## config.mk

```make
export PLATFORM = sky130hd
export DESIGN_NAME = polynomial_finder_scheduler
export DESIGN_NICKNAME = d
export VERILOG_FILES = /design/src/rtl/vive_pkg.sv /design/src/rtl/rr_arbiter.sv /design/src/rtl/polynomial_finder_scheduler.sv
export SDC_FILE = /design/constraint.sdc
export NUM_CORES = 1
export LEC_CHECK = 0
export ABC_AREA = 1
export CORE_AREA = 2 2 192 194
export DETAILED_ROUTE_END_ITERATION = 7
export DIE_AREA = 0 0 194 196
export PLACE_DENSITY = 0.7
export SETUP_SLACK_MARGIN = 0.1
export SYNTH_ARGS = -nofsm -noshare
export SYNTH_HDL_FRONTEND = slang
export SYNTH_SLANG_ARGS = --single-unit
```

## constraint.sdc

```tcl
create_clock -name clk_72MHz -period 2.1 [get_ports clk_72MHz]
set_clock_uncertainty 0.1 [all_clocks]
set_input_delay 0.21 -clock clk_72MHz [delete_from_list [all_inputs] [get_ports clk_72MHz]]
set_output_delay 0.21 -clock clk_72MHz [all_outputs]
set_load 0.01 [all_outputs]
```

## src/rtl/vive_pkg.sv

```systemverilog
// Shared widths, polynomial constants and scheduler state encoding for the tracker datapath.
package vive_pkg;

    localparam int unsigned TS_W   = 24;
    localparam int unsigned LFSR_W = 17;
    localparam int unsigned TMO_W  = 22;

    localparam logic [LFSR_W-1:0] POLY_1D258 = 17'h1d258;
    localparam logic [LFSR_W-1:0] POLY_17E04 = 17'h17e04;

    typedef enum logic [2:0] {
        FLUSH   = 3'd0,
        IDLE    = 3'd1,
        START   = 3'd2,
        BUSY    = 3'd3,
        RELEASE = 3'd4
    } sched_state_t;

endpackage

```

## src/rtl/rr_arbiter.sv

```systemverilog
// Combinational round-robin picker: lowest-index requester at or after last_grant+1, wrapping.
module rr_arbiter #(
    parameter int unsigned N     = 4,
    parameter int unsigned IDX_W = 2
) (
    input  logic [N-1:0]     req,
    input  logic [IDX_W-1:0] last_grant,
    input  logic             advance,
    output logic [N-1:0]     grant,
    output logic [IDX_W-1:0] grant_idx
);

    logic              found;
    int unsigned       cand;
    logic [IDX_W-1:0]  cand_idx;

    always_comb begin
        grant     = '0;
        grant_idx = '0;
        found     = 1'b0;
        cand      = 0;
        cand_idx  = '0;
        for (int unsigned i = 1; i <= N; i++) begin
            cand     = (32'(last_grant) + i) % N;
            cand_idx = IDX_W'(cand);
            if (!found && req[cand_idx]) begin
                found     = 1'b1;
                grant_idx = cand_idx;
            end
        end
        if (advance && found) begin
            grant[grant_idx] = 1'b1;
        end
    end

endmodule

```

## src/rtl/polynomial_finder_scheduler.sv

```systemverilog
// Time-shares one polynomial_finder between N_CHANNELS decode channels with
// round-robin grants, an enable/ready handshake and a saturating job timeout.
module polynomial_finder_scheduler
    import vive_pkg::*;
#(
    parameter int unsigned N_CHANNELS     = 4,
    parameter int unsigned CH_W           = 2,
    parameter int unsigned TIMEOUT_CYCLES = 2097152,
    parameter int unsigned RELEASE_CYCLES = 2
) (
    input  logic                         clk_72MHz,
    input  logic                         rst_n,
    input  logic [N_CHANNELS-1:0]        req,
    input  logic [TS_W*N_CHANNELS-1:0]   ts0,
    input  logic [TS_W*N_CHANNELS-1:0]   ts1,
    input  logic [LFSR_W*N_CHANNELS-1:0] data0,
    input  logic [LFSR_W*N_CHANNELS-1:0] data1,
    output logic [N_CHANNELS-1:0]        ack,
    output logic [TS_W-1:0]              fnd_ts_last_data,
    output logic [TS_W-1:0]              fnd_ts_last_data1,
    output logic [LFSR_W-1:0]            fnd_decoded_data,
    output logic [LFSR_W-1:0]            fnd_decoded_data1,
    output logic                         fnd_enable,
    input  logic                         fnd_ready,
    input  logic [LFSR_W-1:0]            fnd_polynomial,
    input  logic [LFSR_W-1:0]            fnd_iteration,
    output logic                         res_valid,
    output logic [CH_W-1:0]              res_channel,
    output logic [LFSR_W-1:0]            res_polynomial,
    output logic [LFSR_W-1:0]            res_iteration,
    output logic                         res_timeout
);

    localparam int unsigned        REL_W    = $clog2(RELEASE_CYCLES + 1);
    localparam logic [REL_W-1:0]   REL_LAST = REL_W'(RELEASE_CYCLES - 1);
    localparam logic [TMO_W-1:0]   TMO_LAST = TMO_W'(TIMEOUT_CYCLES - 1);

    sched_state_t        state_q, state_d;
    logic [CH_W-1:0]     last_grant_q, last_grant_d;
    logic [TMO_W-1:0]    tmo_cnt_q, tmo_cnt_d;
    logic [REL_W-1:0]    rel_cnt_q, rel_cnt_d;

    logic [N_CHANNELS-1:0] ack_d;
    logic [TS_W-1:0]       fnd_ts_last_data_d, fnd_ts_last_data1_d;
    logic [LFSR_W-1:0]     fnd_decoded_data_d, fnd_decoded_data1_d;
    logic                  fnd_enable_d;
    logic                  res_valid_d;
    logic [CH_W-1:0]       res_channel_d;
    logic [LFSR_W-1:0]     res_polynomial_d, res_iteration_d;
    logic                  res_timeout_d;

    logic [N_CHANNELS-1:0] grant_c;
    logic [CH_W-1:0]       grant_idx_c;
    logic                  tmo_hit_c;

    logic [TS_W-1:0]   ts0_ch   [N_CHANNELS];
    logic [TS_W-1:0]   ts1_ch   [N_CHANNELS];
    logic [LFSR_W-1:0] data0_ch [N_CHANNELS];
    logic [LFSR_W-1:0] data1_ch [N_CHANNELS];

    // Unflatten per-channel fields so the winner can be selected by index.
    for (genvar k = 0; k < N_CHANNELS; k++) begin : g_ch
        assign ts0_ch[k]   = ts0[k*TS_W +: TS_W];
        assign ts1_ch[k]   = ts1[k*TS_W +: TS_W];
        assign data0_ch[k] = data0[k*LFSR_W +: LFSR_W];
        assign data1_ch[k] = data1[k*LFSR_W +: LFSR_W];
    end

    rr_arbiter #(
        .N     (N_CHANNELS),
        .IDX_W (CH_W)
    ) u_rr_arbiter (
        .req        (req),
        .last_grant (last_grant_q),
        .advance    (state_q == IDLE),
        .grant      (grant_c),
        .grant_idx  (grant_idx_c)
    );

    assign tmo_hit_c = (tmo_cnt_q == TMO_LAST);

    // Next-state and next-output logic; every registered output holds by default.
    always_comb begin
        state_d             = state_q;
        last_grant_d        = last_grant_q;
        tmo_cnt_d           = tmo_cnt_q;
        rel_cnt_d           = rel_cnt_q;
        ack_d               = '0;
        fnd_ts_last_data_d  = fnd_ts_last_data;
        fnd_ts_last_data1_d = fnd_ts_last_data1;
        fnd_decoded_data_d  = fnd_decoded_data;
        fnd_decoded_data1_d = fnd_decoded_data1;
        fnd_enable_d        = fnd_enable;
        res_valid_d         = 1'b0;
        res_channel_d       = res_channel;
        res_polynomial_d    = res_polynomial;
        res_iteration_d     = res_iteration;
        res_timeout_d       = res_timeout;

        case (state_q)
            // The finder has no reset, so both paths hold enable low long enough for it to idle.
            FLUSH, RELEASE: begin
                fnd_enable_d = 1'b0;
                if (rel_cnt_q == REL_LAST) begin
                    rel_cnt_d = '0;
                    state_d   = IDLE;
                end else begin
                    rel_cnt_d = rel_cnt_q + 1'b1;
                end
            end

            IDLE: begin
                if (|req) begin
                    fnd_ts_last_data_d  = ts0_ch[grant_idx_c];
                    fnd_ts_last_data1_d = ts1_ch[grant_idx_c];
                    fnd_decoded_data_d  = data0_ch[grant_idx_c];
                    fnd_decoded_data1_d = data1_ch[grant_idx_c];
                    ack_d               = grant_c;
                    fnd_enable_d        = 1'b1;
                    last_grant_d        = grant_idx_c;
                    tmo_cnt_d           = '0;
                    state_d             = START;
                end
            end

            // Ready low proves the finder has left its idle state and accepted the job.
            START: begin
                if (tmo_hit_c) begin
                    fnd_enable_d     = 1'b0;
                    res_valid_d      = 1'b1;
                    res_channel_d    = last_grant_q;
                    res_polynomial_d = '0;
                    res_iteration_d  = '0;
                    res_timeout_d    = 1'b1;
                    rel_cnt_d        = '0;
                    state_d          = RELEASE;
                end else begin
                    if (tmo_cnt_q != '1) begin
                        tmo_cnt_d = tmo_cnt_q + 1'b1;
                    end
                    if (!fnd_ready) begin
                        state_d = BUSY;
                    end
                end
            end

            // A ready seen in the same cycle as the timeout still delivers the real result.
            BUSY: begin
                if (fnd_ready) begin
                    fnd_enable_d     = 1'b0;
                    res_valid_d      = 1'b1;
                    res_channel_d    = last_grant_q;
                    res_polynomial_d = fnd_polynomial;
                    res_iteration_d  = fnd_iteration;
                    res_timeout_d    = 1'b0;
                    rel_cnt_d        = '0;
                    state_d          = RELEASE;
                end else if (tmo_hit_c) begin
                    fnd_enable_d     = 1'b0;
                    res_valid_d      = 1'b1;
                    res_channel_d    = last_grant_q;
                    res_polynomial_d = '0;
                    res_iteration_d  = '0;
                    res_timeout_d    = 1'b1;
                    rel_cnt_d        = '0;
                    state_d          = RELEASE;
                end else if (tmo_cnt_q != '1) begin
                    tmo_cnt_d = tmo_cnt_q + 1'b1;
                end
            end

            default: begin
                fnd_enable_d = 1'b0;
                rel_cnt_d    = '0;
                state_d      = FLUSH;
            end
        endcase
    end

    always_ff @(posedge clk_72MHz or negedge rst_n) begin
        if (!rst_n) begin
            state_q           <= FLUSH;
            last_grant_q      <= CH_W'(N_CHANNELS - 1);
            tmo_cnt_q         <= '0;
            rel_cnt_q         <= '0;
            ack               <= '0;
            fnd_ts_last_data  <= '0;
            fnd_ts_last_data1 <= '0;
            fnd_decoded_data  <= '0;
            fnd_decoded_data1 <= '0;
            fnd_enable        <= 1'b0;
            res_valid         <= 1'b0;
            res_channel       <= '0;
            res_polynomial    <= '0;
            res_iteration     <= '0;
            res_timeout       <= 1'b0;
        end else begin
            state_q           <= state_d;
            last_grant_q      <= last_grant_d;
            tmo_cnt_q         <= tmo_cnt_d;
            rel_cnt_q         <= rel_cnt_d;
            ack               <= ack_d;
            fnd_ts_last_data  <= fnd_ts_last_data_d;
            fnd_ts_last_data1 <= fnd_ts_last_data1_d;
            fnd_decoded_data  <= fnd_decoded_data_d;
            fnd_decoded_data1 <= fnd_decoded_data1_d;
            fnd_enable        <= fnd_enable_d;
            res_valid         <= res_valid_d;
            res_channel       <= res_channel_d;
            res_polynomial    <= res_polynomial_d;
            res_iteration     <= res_iteration_d;
            res_timeout       <= res_timeout_d;
        end
    end

endmodule

```

==> key figures <==
Run status
  • Status: finished with violations
  • Violated checks: negative setup slack

Detailed routing
  • Via count: 12,860
  • Post-route ant nets: 0
  • Vias/cell: 4.918
  • DR WL/cell: 18.77 µm
  • DRT iter0 DRCs: roughly 640
  • # DRC: 0
  • First drt pass iteration count: 5
  • Total Wirelength: 49,090 µm

Finish
  • Area grow syn2layout: 83.02%
  • Final instance area: 0.01838 mm²
  • Share of layout cells above drive strength 1: 14.16%
  • Number of fillers in the final layout: approximately 3,400
  • Total inserted antenna cells: 0
  • # nets final: between 2,000 and 3,000

Timing
  • Tcrit/Tclk final: 119.3%
  • Worst Max-Slew Pin Slew: about 0.48 ns
  • RSZ-0062 raised after global routing: true
  • Fmax: 399.2 MHz
  • Slew headroom: 67.78%
  • Fin. max-slew vios: 0
  • Finish-stage setup viols: 101
  • Hold Violations, Final: 0
  • Fin crit period: 2.505 ns
  • Final WS setup: -0.4048 ns

Clocking
  • Clock Sinks: 154
  • CTS Buf Count: 17
  • # H-tree levels: 4
  • TritonCTS clock tree: yes
  • Clock Latency Late Sink: 0.42 ns
  • Clock-pin slew on the worst setup and hold paths: 0.07 ns
  • Clock root cell: clkbuf_16
  • CTS max path bufs: 2

Logic synthesis
  • Synth Area per Inst: 6.377 µm²
  • Post-synth EDFFs: 0
  • Syn Inst Count: 1,575
  • Warnings from Yosys: 0
  • Top_reg_cell synth: dfrtp_1
  • Synthesized net count: 1,945
  • Post-synth ARST share: 100.0%
  • Mapped cell area: 0.01004 mm²
  • Sequential-to-total area share from yosys stat: 38.40%
  • Distinct cells, synth: 37
  • Flops & latches, synth: 154

Global routing
  • Vias in the first global route: 12,870
  • GRT Overall Usage: 24.19%
  • GR Overflow Total: 0
  • Largest net degree at the start of global routing: 69
  • First-pass GRT wire length: 72,060 µm
  • Initial antenna violation count: 0

Floorplan
  • Ports: 494
  • Die height: between 150 and 200 µm
  • Starting Density: 27.83%
  • Core ar.: approximately 0.036 mm²
  • Die width: 194 µm
  • Die ar.: 0.03802 mm²
  • Row count: 70

Critical path
  • WP data arrival: roughly 2.7 ns
  • Worst setup SP type: flop
  • Crit Path Max Fanout: 17
  • Req. time, crit path: 2.31 ns
  • Setup CP Type: flop to flop
  • Kind of end point of the critical path: flop

Worst hold path
  • Min-delay worst type: input pin to async pin

Power and ir drop
  • Peak VDD IR: 1.162 mV
  • Leak pwr: 9.210 nW
  • PD cells: 2017 mW/mm²

Placement
  • Placer Congestion: around 0.91
  • Number of buffers added on ports: 493
  • DP Worst Slack: -0.4899 ns
  • HPWL after DPL: ~30,000 µm
  • Cell Area, Placed: 0.01592 mm²

Run
  • Max cap viols: 0
-- layout make-up --
class                   count  area, µm²  area share, %
multi-input cells        1282       5972          32.49
clock buffers              20      436.7          2.376
repair buffers            641       7202          39.18
clock inverters            12      141.4         0.7692
well taps                 468      585.6          3.186
repair inverters            2      27.53         0.1498
inverters                  36      158.9         0.8645
flip-flops and latches    154       3857          20.99
-- path summary, 6_finish.rpt --
path                                          to  cells past startpoint  slack, ns             startpoint
min reg2reg                fnd_ts_last_data1[20]                      2       0.38  fnd_ts_last_data1[20]
max                          fnd_decoded_data[4]                     16      -0.40        last_grant_q[0]
min in group clk_72MHz          res_iteration[5]                      2       0.30       fnd_iteration[5]
max reg2reg                  fnd_decoded_data[4]                     16      -0.40        last_grant_q[0]
max in group asynchronous  fnd_ts_last_data1[21]                      3       1.01                  rst_n
min                         fnd_ts_last_data1[6]                      2       0.15                  rst_n
-- power by group --
group,internal (mW),switching (mW)
registers,4.23,0.739
logic,13.4,15.6
clock network,1.77,1.35
-- cell usage in the layout (no fill, tap or decap), drive strengths merged --
cell type        n
and2             1
dfstp            2
nor3            13
bufinv           2
o211ai           1
clkinvlp         2
dlygate4sd3      1
nor2            36
nor4             4
o31ai            1
buf            140
clkbuf          28
o21bai           1
xor2            16
nor3b            1
o21ai           13
nand4           10
clkinv           9
a22o            34
o21a             2
inv             37
a21oi            1
clkdlybuf4s50  492
nand3          192
dfrtp          152
xnor2            2
ha               1
nand2          953
-- cell usage after synthesis, types with 2 or more instances --
cell type  instances  area, µm²
a22o_1            34      297.8
buf_1              3      11.26
buf_2             59      295.3
buf_4              6      45.04
buf_6             12      135.1
clkbuf_1          22      82.58
dfrtp_1          152       3804
dfstp_2            2      52.55
inv_1             28      105.1
inv_2              7      26.28
nand2_1          950       3566
nand2_2            2      12.51
nand3_1          190      950.9
nand3_2            2      20.02
nand4_1            9      56.30
nor2_1            33      123.9
nor2_2             3      18.77
nor3_1            12      60.06
nor4_1             3      18.77
o21a_1             2      15.01
o21ai_0            8      40.04
o21ai_1            5      25.02
xnor2_1            2      17.52
xor2_1            16      140.1
-- per-stage QoR --
step / util (%) / setup TNS, ns / hold slack, ns / total power [mW] / instances
after floorplan: - / 0 / -0.1856 / 18.05 / 1575
after global placement: 44.11 / -34.87 / 0.008699 / 25.16 / 2507
after detailed placement: 44.11 / -36.84 / 0.005668 / 25.34 / 2507
after CTS: 49.88 / -21.91 / 0.1285 / 34.86 / 2599
after global routing: 50.94 / -48.38 / 0.1443 / 39.73 / 2615
final: 50.94 / -32.62 / 0.1467 / 37.07 / 2615
-- logic make-up (layout without fill, tap and decap cells) --
| family | after synthesis | in the layout | share of synthesized area [%] |
|---|---|---|---|
| AND/OR/NAND/NOR | 1210 | 1210 | 48.66 |
| flip-flops | 154 | 154 | 38.40 |
| buffers and inverters | 139 | 711 | 7.213 |
| AO/OA/AOI/OAI | 53 | 53 | 4.036 |
| XOR/XNOR | 18 | 18 | 1.570 |
| adder cells (fa/ha/maj) | 1 | 1 | 0.1246 |
-- timing repair --
item | 4_1_cts | 5_1_grt
resized for setup | 171 | 23
pin swaps | 50 | 32
endpoints found under the setup margin | 149 | 152
cloned | 21 | 12
buffers inserted | 38 | 4
endpoints found under the hold margin | 142 | 0
hold buffers | 1 | 0
-- registers in the layout, summed over array words and instances (netlist names), 3 cells and up --
register and cells:
fnd_decoded_data 17, fnd_ts_last_data1 24, state_q 3, ack 4
fnd_decoded_data1 17, res_iteration 17, tmo_cnt_q 22, res_polynomial 17
fnd_ts_last_data 24
-- worst max-delay path: stages, from the launching register on --
cell and delay [ns]:
dfstp_2 0.59, buf_6 0.14, nand2_1 0.07, nand2_1 0.09, nand2_2 0.08, nand2_4 0.10
nor2_4 0.05, buf_4 0.14, nand3_1 0.10, nand4_1 0.15, nand2_4 0.20, clkinv_8 0.15
buf_16 0.19, nand2_1 0.08, nand2_1 0.05, nand2_1 0.06, nand2_1 0.05
-- metal layers --
layer	GRT usage (%)	part of all wire, %	up-vias
li1	-	-	6097
met1	28.31	40	6079
met2	44.04	50	584
met3	5.157	7.3	100
met4	7.660	3.0	0
met5	0	0	-
Note: power is estimated with default switching activity, not from simulation.
